===== config.mk =====
export PLATFORM = sky130hd
export DESIGN_NAME = me_search_ctrl
export DESIGN_NICKNAME = d
export VERILOG_FILES = /design/src/rtl/me_search_ctrl.sv
export SDC_FILE = /design/constraint.sdc
export NUM_CORES = 1
export LEC_CHECK = 0
export ABC_AREA = 1
export ABC_CLOCK_PERIOD_IN_PS = 5200
export CORE_ASPECT_RATIO = 0.5
export CORE_MARGIN = 1.5
export CORE_UTILIZATION = 60
export CTS_BUF_LIST = sky130_fd_sc_hd__clkbuf_4
export CTS_CLUSTER_SIZE = 10
export DETAILED_ROUTE_END_ITERATION = 12
export GPL_TIMING_DRIVEN = 0
export PLACE_DENSITY = 0.92
export SYNTH_ARGS = -nofsm -noshare
export SYNTH_HDL_FRONTEND = slang
export SYNTH_SLANG_ARGS = --single-unit

===== constraint.sdc =====
create_clock -name clk -period 5.2 [get_ports clk]
set_clock_uncertainty 0.05 [all_clocks]
set_input_delay 1.56 -clock clk [delete_from_list [all_inputs] [get_ports clk]]
set_output_delay 1.56 -clock clk [all_outputs]
set_load 0.03 [all_outputs]

===== src/rtl/me_search_ctrl.sv =====
`default_nettype none
// ============================================================================
// Module   : me_search_ctrl
// Brief    : Motion-estimation search controller. It waits for the reference
//            window, lets the SAD datapath fill, and then tracks the minimum
//            batch SAD over SEARCH_ROWS rows to report the best motion vector.
// Revision : 1.0 - initial release
// ============================================================================
module me_search_ctrl #(
  parameter int SAD_BIT_WIDTH = 14,
  parameter int SEARCH_ROWS   = 16,
  parameter int FILL_CYCLES   = 8
) (
  input  logic                     clk,
  input  logic                     rst,
  input  logic                     start_i,
  input  logic                     abort_i,
  input  logic                     sram_ready_i,
  input  logic [SAD_BIT_WIDTH-1:0] msad_i,
  input  logic [3:0]               msad_idx_i,
  output logic                     datapath_en_o,
  output logic                     busy_o,
  output logic                     done_o,
  output logic [SAD_BIT_WIDTH-1:0] best_sad_o,
  output logic [3:0]               mv_x_o,
  output logic [3:0]               mv_y_o
);

  typedef enum logic [2:0] {
    S_IDLE     = 3'd0,
    S_WAIT_RDY = 3'd1,
    S_FILL     = 3'd2,
    S_SEARCH   = 3'd3,
    S_DONE     = 3'd4
  } state_t;

  localparam logic [7:0] C_FILL_LAST = 8'(FILL_CYCLES - 1);
  localparam logic [3:0] C_ROW_LAST  = 4'(SEARCH_ROWS - 1);

  state_t                   r_state;
  state_t                   w_next;
  logic [7:0]               r_fill_cnt;
  logic [3:0]               r_row;
  logic [SAD_BIT_WIDTH-1:0] r_min;
  logic [3:0]               r_min_x;
  logic [3:0]               r_min_y;
  logic [SAD_BIT_WIDTH-1:0] r_best;
  logic [3:0]               r_best_x;
  logic [3:0]               r_best_y;

  logic                     w_fill_last;
  logic                     w_row_last;
  logic                     w_sample;
  logic                     w_take;
  logic [SAD_BIT_WIDTH-1:0] w_min_nxt;
  logic [3:0]               w_x_nxt;
  logic [3:0]               w_y_nxt;

  assign w_fill_last = (r_fill_cnt == C_FILL_LAST);
  assign w_row_last  = (r_row == C_ROW_LAST);
  // An abort in the same cycle cancels the sample so a cancelled search
  // can never leak a partial result into the outputs.
  assign w_sample    = (r_state == S_SEARCH) && !abort_i;
  // Row 0 seeds the minimum; later rows replace it only when strictly
  // smaller, which keeps the earliest row on ties.
  assign w_take      = (r_row == 4'd0) || (msad_i < r_min);
  assign w_min_nxt   = w_take ? msad_i     : r_min;
  assign w_x_nxt     = w_take ? msad_idx_i : r_min_x;
  assign w_y_nxt     = w_take ? r_row      : r_min_y;

  assign best_sad_o  = r_best;
  assign mv_x_o      = r_best_x;
  assign mv_y_o      = r_best_y;

  // State register
  always_ff @(posedge clk or negedge rst) begin
    if (!rst) r_state <= S_IDLE;
    else      r_state <= w_next;
  end

  // Next-state decode and state-derived outputs; abort overrides everything
  always_comb begin
    w_next        = r_state;
    datapath_en_o = 1'b0;
    busy_o        = 1'b1;
    done_o        = 1'b0;
    case (r_state)
      S_IDLE: begin
        busy_o = 1'b0;
        if (start_i) w_next = S_WAIT_RDY;
      end
      S_WAIT_RDY: begin
        if (sram_ready_i) w_next = S_FILL;
      end
      S_FILL: begin
        datapath_en_o = 1'b1;
        if (w_fill_last) w_next = S_SEARCH;
      end
      S_SEARCH: begin
        datapath_en_o = 1'b1;
        if (w_row_last) w_next = S_DONE;
      end
      S_DONE: begin
        done_o = 1'b1;
        w_next = S_IDLE;
      end
      default: begin
        w_next = S_IDLE;
      end
    endcase
    if (abort_i && (r_state != S_IDLE)) w_next = S_IDLE;
  end

  // Pipeline fill counter, cleared whenever FILL is not being continued
  always_ff @(posedge clk or negedge rst) begin
    if (!rst)
      r_fill_cnt <= 8'd0;
    else if ((r_state == S_FILL) && !abort_i && !w_fill_last)
      r_fill_cnt <= r_fill_cnt + 8'd1;
    else
      r_fill_cnt <= 8'd0;
  end

  // Search row counter, advances once per sampled row
  always_ff @(posedge clk or negedge rst) begin
    if (!rst)
      r_row <= 4'd0;
    else if (w_sample && !w_row_last)
      r_row <= r_row + 4'd1;
    else
      r_row <= 4'd0;
  end

  // Running minimum over the rows of the current block
  always_ff @(posedge clk or negedge rst) begin
    if (!rst) begin
      r_min   <= '1;
      r_min_x <= 4'd0;
      r_min_y <= 4'd0;
    end else if (w_sample) begin
      r_min   <= w_min_nxt;
      r_min_x <= w_x_nxt;
      r_min_y <= w_y_nxt;
    end
  end

  // Result registers load on entry to DONE, including the final row's sample
  always_ff @(posedge clk or negedge rst) begin
    if (!rst) begin
      r_best   <= '0;
      r_best_x <= 4'd0;
      r_best_y <= 4'd0;
    end else if (w_sample && w_row_last) begin
      r_best   <= w_min_nxt;
      r_best_x <= w_x_nxt;
      r_best_y <= w_y_nxt;
    end
  end

endmodule
`default_nettype wire


# Yosys cells after proc, flatten, opt, wreduce, memory -nomap -nowiden
# Index checks and enable logic that the tools add are counted.
# Widths: inputs -> output; s select.
[totals]
reg_bits = 59
in_bits = 23
wordCells = 51
[op_classes]
addsub = 2
magnitude_cmp = 1
n_eq_ne = 10
mux = 14
reduce_logical = 15
[op_table]
columns = ["op", "count"]
rows = [
  ["$mux 3", 5],
  ["$lt 14x14->1", 1],
  ["$mux 14", 1],
  ["$mux 4", 3],
  ["$pmux 3 s4", 1],
  ["$ne 3x3->1 const B", 3],
  ["$add 8x1->8 const B", 1],
  ["$eq 8x3->1 const B", 1],
  ["$mux 8", 1],
  ["$eq 3x2->1 const B", 2],
  ["$logic_and 1x1->1", 6],
  ["$add 4x1->4 const B", 1],
  ["$eq 4x4->1 const B", 1],
  ["$logic_not 4->1", 1],
  ["$reduce_and 4->1", 1],
  ["$eq 3x1->1 const B", 1],
  ["$eq 3x3->1 const B", 1],
  ["$logic_not 1->1", 3],
  ["$logic_not 3->1", 1],
  ["$mux 1", 3],
  ["$ne 3x2->1 const B", 1],
  ["$reduce_bool 3->1", 1],
  ["$reduce_or 2->1", 1],
  ["$logic_or 1x1->1", 1],
]

# Longest topological paths before layout
# Gate-level depths: netlist of run 1.
[depth]
word_depth = 4
depth_mapped = 13

# Worst setup path before layout of run 1
# No wires, ideal clock.
[synth_path]
path_type = "input -> register"
startpoint = "input port msad_i[13]"
endpoint = "register r_min_x[0]"
setup_ns = 0.118
arrival_time_ns = 2.718
required_time_ns = 5.032
slack_ns = 2.314
cell_stages = 11
path_buffers = 1
path_cell_list = "ha_1 -> nand2_1 -> nor2_2 -> nand2_1 -> nor2_1 -> nand2_1 -> nand2_2 -> buf_4 -> nand3_1 -> nand3_1 -> nand2_1"
[synth_via]
elab_chain_cells = 3
[synth_lines]
columns = ["item", "line", "source"]
rows = [
  ["from (decl)", "19", "input logic [SAD_BIT_WIDTH-1:0] msad_i,"],
  ["$lt 14x14->1", "66", "assign w_take = (r_row == 4'd0) || (msad_i < r_min);"],
  ["$logic_or 1x1->1", "66", ""],
  ["$mux 4", "68", "assign w_x_nxt = w_take ? msad_idx_i : r_min_x;"],
  ["to (signal assigned)", "142", "r_min_x <= w_x_nxt;"],
  ["to (decl)", "45", "logic [3:0] r_min_x;"],
]
# Every way passes these cells.
# A chain may end at the register's enable or synchronous reset.

# Final worst setup path of run 1
[layout_path]
startpoint = "register r_state[2]"
endpoint = "output port datapath_en_o"
[layout_via]
elab_chain_cells = 3
elab_cells_between_ends = 4
[layout_lines]
columns = ["item", "line", "source"]
rows = [
  ["from (decl)", "40", "state_t r_state;"],
  ["from (signal assigned)", "78", "else r_state <= w_next;"],
  ["$eq 3x2->1", "87", "case (r_state)"],
  ["$reduce_or 2->1 (no source line) *", "--", ""],
  ["$mux 1 *", "87", ""],
  ["to (decl)", "21", "output logic datapath_en_o,"],
]
# Mark *: on every way between the ends. The rest lies on a longest branch, timed or not.

==> impl_metrics.py, run 1 <==
metrics = {
    "sta": {
        "grt_setup_unrepaired": "false",
        "fmax_mhz": 285,
        "tightest_slew_ns": 0.662,
        "timing.final.crit_period_ns": 3.51,
        "setup_viol": 0,
        "slew_viol_final": 0,
        "hold_viol": 0,
        "fin_tns_setup_ns": 0,
        "slew_headroom_pct": 55.9,
        "final.period_utilization_pct": 67.5,
    },
    "synth": {
        "synth_nets": 458,
        "syn_area_sq_um": 3220,
        "ys_warn_count": 0,
        "synthCells": 419,
        "ys_types": 28,
        "syn_avg_cell_area_sq_um": 7.68,
        "synth_seq_cells": 59,
        "seq_area_frac_synth_pct": 46.4,
    },
    "cts": {
        "cts_num_sinks": 59,
        "cts_tree": "done",
        "cts_max_level": 3,
        "ctsHoldBuffers": 0,
        "cts_resized": 0,
        "post_cts_buffers": 0,
        "ctsLongestPathBuffers": 2,
        "cts_root_buf": "clkbuf_4",
        "numCtsBuffers": 9,
        "clock_latency_ns": 0.43,
        "clkTransAtPathRegs_ns": 0.10,
    },
    "critical_path": {
        "reg2reg_depth": 12,
        "arrival_ns": 1.90,
        "crit_path_max_incr_delay_ns": 0.66,
        "cpMostUsedCell": "nand2_1",
        "startpoint": "r_state[2]",
        "rr_endpoint": "best_sad_o[4]",
        "slowest_stage": "clkdlybuf4s50_1",
        "critPathRequiredTime_ns": 3.59,
        "crit_fanout": 4,
        "timing.rr.start": "r_min[13]",
        "cp-end-kind": "output pin",
        "reg2reg_setup_slack_ns": 2.91,
        "worstSetupPathType": "reg2out",
        "worstPathCellList": "nor2_2 -> nand2_1 -> nand2_1 -> clkdlybuf4s50_1",
        "startpoint_type": "register",
    },
    "power": {
        "pwr-share-seq_pct": 40.1,
        "power_frac_clock_pct": 23.9,
        "pwr-share-comb_pct": 36.1,
        "irDropWorstVdd_v": 0.000207,
        "internal_power_uw": 986,
        "swShare_pct": 37.7,
        "p_sw_uw": 597,
        "power_density_nw_per_um2": 401,
        "leakagePower_uw": 0.00209,
    },
    "global_routing": {
        "grt_util_all_layers_pct": 28.9,
        "grt_max_degree": 33,
        "antenna_found_initial": 0,
        "gr-total-overflow": 0,
        "grt_pass1_vias": 2841,
        "grt_pass1_wl_microns": 12600,
    },
    "floorplanning": {
        "dieArea_sq_um": 5840,
        "coreArea_sq_um": 5040,
        "die_h_microns": 54.8,
        "die_w_microns": 107,
        "ios": 48,
        "start_util_pct": 63.8,
        "num_rows": 18,
    },
    "place": {
        "hpwl_microns": 5260,
        "gp_congestion": 0.820,
        "portBuffers": 47,
    },
    "cells_and_area": {
        "diodes": 0,
        "fillers": 346,
        "final_cell_mix": "150 x nand2_1, 69 x nand3_1, 56 x inv_1",
        "drive_gt1_share_pct": 10.8,
        "area_growth_pct": 22.7,
        "ff_latch_area_sq_um": 1490,
        "post-route-util_pct": 78.2,
        "final_nets": 517,
        "multi_input_area_sq_um": 1400,
        "layout_commonest_cell": "nand2_1",
    },
    "drt": {
        "drtIter0Drc": 165,
        "ant_nets": 0,
        "wirelength_microns": 7660,
        "num_vias": 2989,
        "drt_pass1_iterations": 4,
        "drc": 0,
        "routed_via_density": 5.41,
        "wl_per_cell_microns": 13.9,
    },
    "min_path": {
        "worstHoldStart": "r_min[11]",
        "worst_hold_path.endpoint": "r_min[11]",
        "worstHoldPathType": "reg2reg",
        "whs_path_depth": 2,
    },
    "outcome": {
        "status": "finished clean",
    },
    "run": {
        "max_cap_viol_count": 0,
    },
}
-- synth_stat cells --
| cell | instances | area share (%) |
|---|---|---|
| nand2_1 | 150 | 17 |
| nand3_1 | 69 | 11 |
| inv_1 | 56 | 6.5 |
| dfrtp_1 | 45 | 35 |
| ha_1 | 16 | 6.2 |
| nor2_1 | 16 | 1.9 |
| dfstp_2 | 14 | 11 |
| a21oi_1 | 7 | 1.1 |
| nor3_1 | 5 | 0.78 |
| buf_4 | 4 | 0.93 |
| buf_6 | 4 | 1.4 |
| clkbuf_1 | 4 | 0.47 |
| inv_2 | 4 | 0.47 |
| o21ai_0 | 4 | 0.62 |
| nor2_2 | 3 | 0.58 |
| a21o_1 | 2 | 0.47 |
| buf_1 | 2 | 0.23 |
| nand2_2 | 2 | 0.39 |
| nor3b_1 | 2 | 0.47 |
| xor2_1 | 2 | 0.54 |
| a21oi_2 | 1 | 0.27 |
| a31oi_1 | 1 | 0.19 |
| nand4_1 | 1 | 0.19 |
| nor2_4 | 1 | 0.35 |
| nor2_8 | 1 | 0.62 |
| o211ai_1 | 1 | 0.23 |
| o31ai_1 | 1 | 0.23 |
| or2_2 | 1 | 0.19 |
-- worst max-delay path, delay by kind of cell, from the launching register on --
kind          cells  cell delay, ns
flops             1            0.43
buf+inv           1            0.66
simple gates      3            0.40
-- kinds of logic after synthesis --
group           count (synthesis)  share of synthesized area (%)
xor+xnor                        2                          0.544
flops                          59                           46.4
compound gates                 17                           3.11
simple gates                  251                           33.7
buf+inv                        74                           10.0
fa+ha+maj                      16                           6.22
-- area by class of cell --
type	count	area share (%)
Sequential cell	59	37.8
Multi-Input combinational cell	286	35.5
Timing Repair Buffer	48	12.3
Inverter	60	5.71
Buffer	14	2.47
Tap cell	70	2.22
Clock inverter	6	2.06
Clock buffer	10	1.90
-- registers in the layout (all words and copies together), names as in the netlist --
name	flops
r_fill_cnt	8
mv_y_o	4
best_sad_o	14
r_min_y	4
r_min	14
r_row	4
mv_x_o	4
r_min_x	4
r_state	3
-- worst max path at each step --
stage | end | cells after the start
global route | datapath_en_o | 4
CTS | datapath_en_o | 4
detailed placement | best_sad_o[12] | 12
finish | datapath_en_o | 4
global placement | best_sad_o[5] | 1
floorplan | r_min_x[0] | 11
-- stage by stage --
stage	cell area [sq um]	instances	power [uW]	hold slack [ns]	setup WS [ns]
final	3950	553	1580	0.428	1.69
after global routing	3950	553	1680	0.438	1.60
after CTS	3950	553	1580	0.427	1.69
after detailed placement	3790	537	1200	0.410	1.56
after global placement	3780	536	1160	0.405	0.690
after floorplan	3220	419	1030	0.398	2.31
-- metal layers --
metal	share of wire (%)	up-vias	routed length (microns)	track usage (%)
li1	-	1433	-	-
met2	47	144	3580	48.7
met1	42	1378	3250	34.9
met3	7.6	34	584	8.21
met4	3.2	0	245	16.0
met5	0	-	0	0
-- power by group through the flow --
stage / clock network (uW) / logic (uW) / registers [uW]
final: 378 / 571 / 634
after global routing: 396 / 635 / 644
after CTS: 377 / 566 / 632
after detailed placement: 0 / 558 / 640
after global placement: 0 / 529 / 635
after floorplan: 0 / 381 / 644
(Power assumes the default switching activity.)
==> run 2, diff against run 1 <==
ABC_CLOCK_PERIOD_IN_PS = 2900   (was 5200)
CORE_UTILIZATION = 51   (was 60)
PLACE_DENSITY = 0.84   (was 0.92)
clock period = 2.9 ns   (was 5.2 ns; I/O delays follow)
==> run 2 against run 1 <==
Die area grew 17%. Worst hold slack lost 0.093 ns. Cell area grew 1.9%. Sequential share of layout area shrank 0.72 points. Largest power group unchanged. Highest routed layer unchanged.
==> impl_metrics.py, run 2 (same netlist as run 1, synthesis figures left out) <==
metrics = {
    "sta": {
        "fmax_mhz": 375,
        "slew_headroom_pct": 62.0,
        "hold_ws_ns": 0.335,
        "hold_viol": 0,
        "timing.final.crit_period_ns": 2.67,
        "slew_viol_final": 0,
        "setup_ws_ns": 0.231,
        "tightest_slew_ns": 0.570,
        "final.period_utilization_pct": 92.0,
        "setup_viol": 0,
        "grt_setup_unrepaired": "false",
    },
    "cells_and_area": {
        "final_nets": 517,
        "area_growth_pct": 25.0,
        "drive_gt1_share_pct": 10.8,
        "final_cell_mix": "150 x nand2_1, 69 x nand3_1, 56 x inv_1",
        "diodes": 0,
        "post-route-util_pct": 66.2,
        "layout_commonest_cell": "nand2_1",
        "final_cells": 571,
    },
    "drt": {
        "wirelength_microns": 7040,
        "num_vias": 2813,
        "routed_via_density": 4.93,
        "drt-met1-wl_microns": 3300,
        "drc": 0,
        "wl_met3_microns": 375,
        "drt_pass1_iterations": 5,
        "wl_per_cell_microns": 12.3,
        "wl_met2_microns": 3290,
        "ant_nets": 0,
        "drtIter0Drc": 150,
        "topRoutingLayerUsed": "met4",
    },
    "critical_path": {
        "reg2reg_setup_slack_ns": 0.69,
        "cp_num_buf_inv": 2,
        "startpoint_type": "register",
        "crit_family": "buffers and inverters",
        "cp-end-kind": "output pin",
        "worstSetupPathType": "reg2out",
        "timing.rr.start": "r_min[13]",
        "worstPathCellList": "inv_1 -> nor3_1 -> clkdlybuf4s50_1",
        "critPathRequiredTime_ns": 1.98,
        "slowest_stage": "clkdlybuf4s50_1",
        "reg2reg_depth": 12,
        "crit_path_max_incr_delay_ns": 0.69,
        "rr_endpoint": "r_min_y[1]",
        "crit_fanout": 3,
        "arrival_ns": 1.75,
    },
    "floorplanning": {
        "dieArea_sq_um": 6820,
        "die_w_microns": 115,
        "num_rows": 20,
        "coreArea_sq_um": 6080,
        "start_util_pct": 52.9,
        "ios": 48,
        "die_h_microns": 59.2,
    },
    "cts": {
        "clkTransAtPathRegs_ns": 0.11,
        "post_cts_buffers": 0,
        "clock_latency_ns": 0.42,
        "cts_resized": 0,
        "cts_max_level": 3,
        "cts_tree": "done",
        "ctsHoldBuffers": 0,
        "ctsLongestPathBuffers": 2,
        "cts_root_buf": "clkbuf_4",
        "numCtsBuffers": 9,
        "cts_num_sinks": 59,
    },
    "place": {
        "dpl.cell_count": 555,
        "gp_congestion": 0.805,
        "portBuffers": 47,
        "pre_cts_slack_ns": -0.0317,
        "hpwl_microns": 4990,
    },
    "global_routing": {
        "grt_pass1_wl_microns": 12000,
        "grt_max_degree": 41,
        "grt_pass1_vias": 2789,
        "gr-total-overflow": 0,
        "antenna_found_initial": 0,
        "grt_util_all_layers_pct": 23.1,
    },
    "power": {
        "leakagePower_uw": 0.00212,
        "power_density_nw_per_um2": 739,
        "p_total_uw": 2980,
        "irDropWorstVdd_v": 0.000284,
    },
    "run": {
        "max_cap_viol_count": 0,
    },
    "outcome": {
        "status": "finished clean",
    },
    "min_path": {
        "worstHoldPathType": "in2async",
    },
}
run 2: cell types whose count changed in the layout (fill, tap and decap cells not counted), sizes merged:
cell and delta:
bufinv +2, dlymetal6s2s +1, clkinv -1, clkdlybuf4s50 -1
clkbuf -1
run 2: routing by layer:
layer	GRT usage, %	vias to the layer above
li1	-	1446
met5	0	-
met1	28.9	1288
met3	6.24	9
met2	39.5	70
met4	8.29	0
run 2: area by class of cell:
cell class                      count  area, sq um
Timing Repair Buffer               48          488
Multi-Input combinational cell    286         1400
Fill cell                         502         2060
Clock inverter                      7          140
Buffer                             14         97.6
Inverter                           60          225
Clock buffer                        9         67.6
Sequential cell                    59         1490
Tap cell                           88          110
run 2: through the flow:
stage                     TNS (ns)  area (sq um)
final                            0          4020
after global routing             0          4020
after CTS                        0          4020
after detailed placement   -0.0317          3810
after global placement      -45.75          3800
after floorplan                  0          3220
run 2: where the power goes:
part	switching, uW	total, uW	internal, uW
Combinational	614	982	369
Sequential	96.2	1140	1040
Clock	336	857	521
run 2: worst max path at each step:
| stage | start | to | slack, ns | cells after the start |
|---|---|---|---|---|
| after floorplan | msad_i[13] | r_min_x[0] | 0.70 | 11 |
| after global placement | rst | best_sad_o[7] | -0.93 | 1 |
| after detailed placement | msad_i[13] | r_min_y[1] | -0.03 | 12 |
| after CTS | r_state[2] | datapath_en_o | 0.05 | 4 |
| after global routing | r_state[0] | done_o | 0.17 | 2 |
| final | r_state[2] | done_o | 0.23 | 3 |
==> run 3, diff against run 2 <==
CELL_PAD_IN_SITES_DETAIL_PLACEMENT = 1   (was not set)
CELL_PAD_IN_SITES_GLOBAL_PLACEMENT = 2   (was not set)
CORE_UTILIZATION = 29   (was 51)
PLACE_DENSITY = 0.83   (was 0.84)
==> run 3 against run 2 <==
Wire length increased by 20%. Via count decreased by 0.57%. Die area increased by 73%. Largest power group unchanged. Cell count increased by 8.9%. Sequential share of layout area unchanged. Fmax increased by 0.19%.
==> impl_metrics.py, run 3 (same netlist as run 1, synthesis figures left out) <==
metrics = {
    "critical_path": {
        "crit_fanout": 4,
        "startpoint_type": "register",
        "critPathRequiredTime_ns": 1.98,
        "cp-end-kind": "output pin",
        "reg2reg_setup_slack_ns": 0.68,
        "reg2reg_depth": 12,
        "worstSetupPathType": "reg2out",
        "arrival_ns": 1.74,
        "timing.rr.start": "r_min[13]",
        "rr_endpoint": "best_sad_o[4]",
    },
    "cells_and_area": {
        "ff_latch_area_sq_um": 1490,
        "fillers": 1311,
        "diodes": 0,
        "post-route-util_pct": 38.3,
        "layout_commonest_cell": "nand2_1",
        "final_nets": 516,
        "drive_gt1_share_pct": 10.8,
        "final_cell_mix": "150 x nand2_1, 69 x nand3_1, 56 x inv_1",
        "area_growth_pct": 25.0,
        "multi_input_area_sq_um": 1400,
    },
    "power": {
        "leakagePower_uw": 0.00210,
        "power_density_nw_per_um2": 703,
        "irDropWorstVdd_v": 0.000189,
    },
    "global_routing": {
        "antenna_found_initial": 0,
        "grt_util_all_layers_pct": 15.5,
        "grt_max_degree": 60,
        "grt_pass1_wl_microns": 14400,
        "gr-total-overflow": 0,
        "grt_pass1_vias": 3018,
    },
    "cts": {
        "cts_tree": "done",
        "cts_max_level": 3,
        "ctsLongestPathBuffers": 2,
        "clkTransAtPathRegs_ns": 0.11,
        "cts_root_buf": "clkbuf_4",
        "cts_num_sinks": 59,
        "numCtsBuffers": 9,
        "post_cts_buffers": 0,
        "clock_latency_ns": 0.42,
    },
    "min_path": {
        "worstHoldPathType": "reg2reg",
        "worst_hold_path.endpoint": "r_min[7]",
        "worstHoldStart": "r_min[7]",
        "whs_path_depth": 2,
    },
    "sta": {
        "grt_setup_unrepaired": "false",
        "setup_viol": 0,
        "setup_ws_ns": 0.236,
        "hold_viol": 0,
        "slew_viol_final": 0,
        "slew_headroom_pct": 47.0,
        "final.period_utilization_pct": 91.9,
        "fmax_mhz": 375,
        "tightest_slew_ns": 0.795,
        "timing.final.crit_period_ns": 2.66,
    },
    "drt": {
        "num_vias": 2797,
        "ant_nets": 0,
        "wirelength_microns": 8430,
        "drtIter0Drc": 122,
        "routed_via_density": 4.50,
        "wl_per_cell_microns": 13.6,
        "drc": 0,
        "drt_pass1_iterations": 4,
    },
    "place": {
        "hpwl_microns": 6100,
        "pre_cts_slack_ns": -0.106,
        "portBuffers": 47,
        "gp_congestion": 0.741,
    },
    "floorplanning": {
        "die_w_microns": 152,
        "num_rows": 26,
        "start_util_pct": 30.6,
        "die_h_microns": 77.5,
        "dieArea_sq_um": 11800,
        "ios": 48,
        "coreArea_sq_um": 10500,
    },
    "run": {
        "max_cap_viol_count": 0,
    },
    "outcome": {
        "status": "finished clean",
    },
}
==> run 3: cell types whose count changed in the layout (fill, tap and decap cells not counted), sizes merged <==
| cell | change |
|---|---|
| buf | -1 |
| clkbuf | +2 |
| bufinv | -2 |
==> run 3: final cells by class <==
cell class / count / share of cell area, %
sequential: 59 / 37.1
buffer: 14 / 2.43
clock buffer: 11 / 2.05
tap: 140 / 4.35
clock inverter: 5 / 1.93
multi-input combinational: 286 / 34.8
timing repair buffer: 47 / 11.7
inverter: 60 / 5.60
==> run 3: timing repair <==
action	CTS	global route
resized for setup	0	1
hold buffers	0	0
endpoints found under the setup margin	0	1
==> run 3: layer usage <==
metal  track usage, %  wire length [microns]  up-vias  share of wire [%]
li1                 -                      -     1426                  -
met1             19.8                   4210     1335                 50
met2             25.8                   3920       26                 47
met3             4.64                    198       10                2.3
met4             4.08                     97        0                1.2
met5                0                      0        -                  0
==> run 3: worst max-delay path, stage by stage (launching register included) <==
cell	delay, ns
dfrtp_1	0.43
nor3_1	0.20
clkdlybuf4s50_1	0.69
==> run 3: where the power goes <==
group / internal, uW / switching (uW) / leakage, uW
combinational: 367 / 636 / 0.00127
sequential: 1040 / 92.2 / 0.000741
clock: 366 / 326 / 0.0000868
total: 1770 / 1050 / 0.00210
==> run 3: how the worst max path moves through the flow <==
stage / start / to / slack (ns) / cells after the start
2_1_floorplan: msad_i[13] / r_min_x[0] / 0.70 / 11
3_3_place_gp: rst / best_sad_o[5] / -1.19 / 1
3_5_place_dp: msad_i[13] / r_min_x[3] / -0.11 / 12
4_1_cts: r_state[2] / datapath_en_o / 0.01 / 4
5_1_grt: r_state[2] / done_o / 0.12 / 3
6_report: r_state[0] / done_o / 0.24 / 2
==> run 3: stage by stage <==
stage          area, sq um  cells  TNS, ns  hold slack, ns  power (uW)
2_1_floorplan         3220    419        0           0.398        1840
3_3_place_gp          3860    606   -61.75           0.405        2140
3_5_place_dp          3860    606    -2.31           0.413        2170
4_1_cts               4020    622        0           0.431        2880
5_1_grt               4020    622        0           0.442        3060
6_report              4020    622        0           0.425        2830
==> edit (flow settings as in run 2) <==
Set the parameter `SAD_BIT_WIDTH` to 28 (it was 14).
--- a/src/rtl/me_search_ctrl.sv
+++ b/src/rtl/me_search_ctrl.sv
@@ -7,7 +7,7 @@
 // Revision : 1.0 - initial release
 // ============================================================================
 module me_search_ctrl #(
-  parameter int SAD_BIT_WIDTH = 14,
+  parameter int SAD_BIT_WIDTH = 28,
   parameter int SEARCH_ROWS   = 16,
   parameter int FILL_CYCLES   = 8
 ) (
Ports: changed (resized best_sad_o and msad_i); port bits go from 48 to 76. No check against the original RTL was run, so the function may have changed too.
==> edit against run 2 <==
Routed wire length rose by 65%; register-to-register slack got worse by 0.19 ns; critical path type unchanged; area after synthesis rose by 57%; final cell count rose by 54%; count of clock-buffer cells in the layout rose by 1; maximum frequency fell by 2.8%; power rose by 37%; highest routed layer unchanged; synthesized cell count rose by 56%; largest cell class is now multi-input combinational cells; design area rose by 52%; sequential cell count rose by 28; setup slack got worse by 0.077 ns.
==> edit: results <==
set metrics [dict create \
    syn_nets 722 \
    final_util_pct 64.0 \
    seq_share_pct 36.2 \
    p_clk_share_pct 14.6 \
    p_sw_share_pct 40.6 \
    arrival_ns 1.83 \
    wire_per_inst_um 13.2 \
    nClkBuffers 10 \
    nFillCells 771 \
    non_clock_inverter_count 99 \
    die_x_um 144 \
    post_cts_resized 1 \
    tightest_slew_ns 0.525 \
    critPathMaxFanout 4 \
    port_buffers 75 \
    grt_max_degree 72 \
    vias 4427 \
    clock_cell_area_share_pct 1.70 \
    synth_cell_types 33 \
    vdd_drop_max_uv 254 \
    dp.cells 866 \
    status "finished clean" \
    clkTransAtPathRegs_ns 0.14 \
    drive_gt1_share_pct 15.3 \
    ys_top_cells_by_count "204 x nand2_1, 117 x nand3_1, 94 x inv_1" \
    grt_pass1_vias 4193 \
    p_leak_nw 3.25 \
    synth_area_leaders "dfrtp_1 29%, nand2_1 15%, dfstp_2 15%" \
    grt_use_total_pct 23.4 \
    p_clk_mw 0.597 \
]
-- edit: routing by layer --
layer	up-vias	global-route usage [%]	wire, um
met5	-	0	0
met4	0	6.92	139
met3	12	5.02	617
met2	110	39.4	5580
met1	2088	30.7	5290
li1	2217	-	-
-- edit: final timing paths --
| check | endpoint | slack (ns) | cells past startpoint |
|---|---|---|---|
| worst min-delay path | r_fill_cnt[6]$_DFF_PN0_ | 0.19 | 1 |
| max in group asynchronous | r_min[4]$_DFFE_PN1P_ | 1.94 | 2 |
| worst min register to register | r_min[22]$_DFFE_PN1P_ | 0.42 | 2 |
| worst max register to register | best_sad_o[19]$_DFFE_PN0P_ | 0.50 | 15 |
| worst max-delay path | busy_o | 0.15 | 3 |
| min in group clk | r_min[22]$_DFFE_PN1P_ | 0.42 | 2 |
-- edit: cells by family after synthesis --
group | after synthesis | synth area share [%]
xor+xnor | 2 | 0.346
buf+inv | 121 | 9.94
fa+ha+maj | 30 | 7.42
compound gates | 17 | 1.73
flops | 87 | 43.7
simple gates | 398 | 36.9
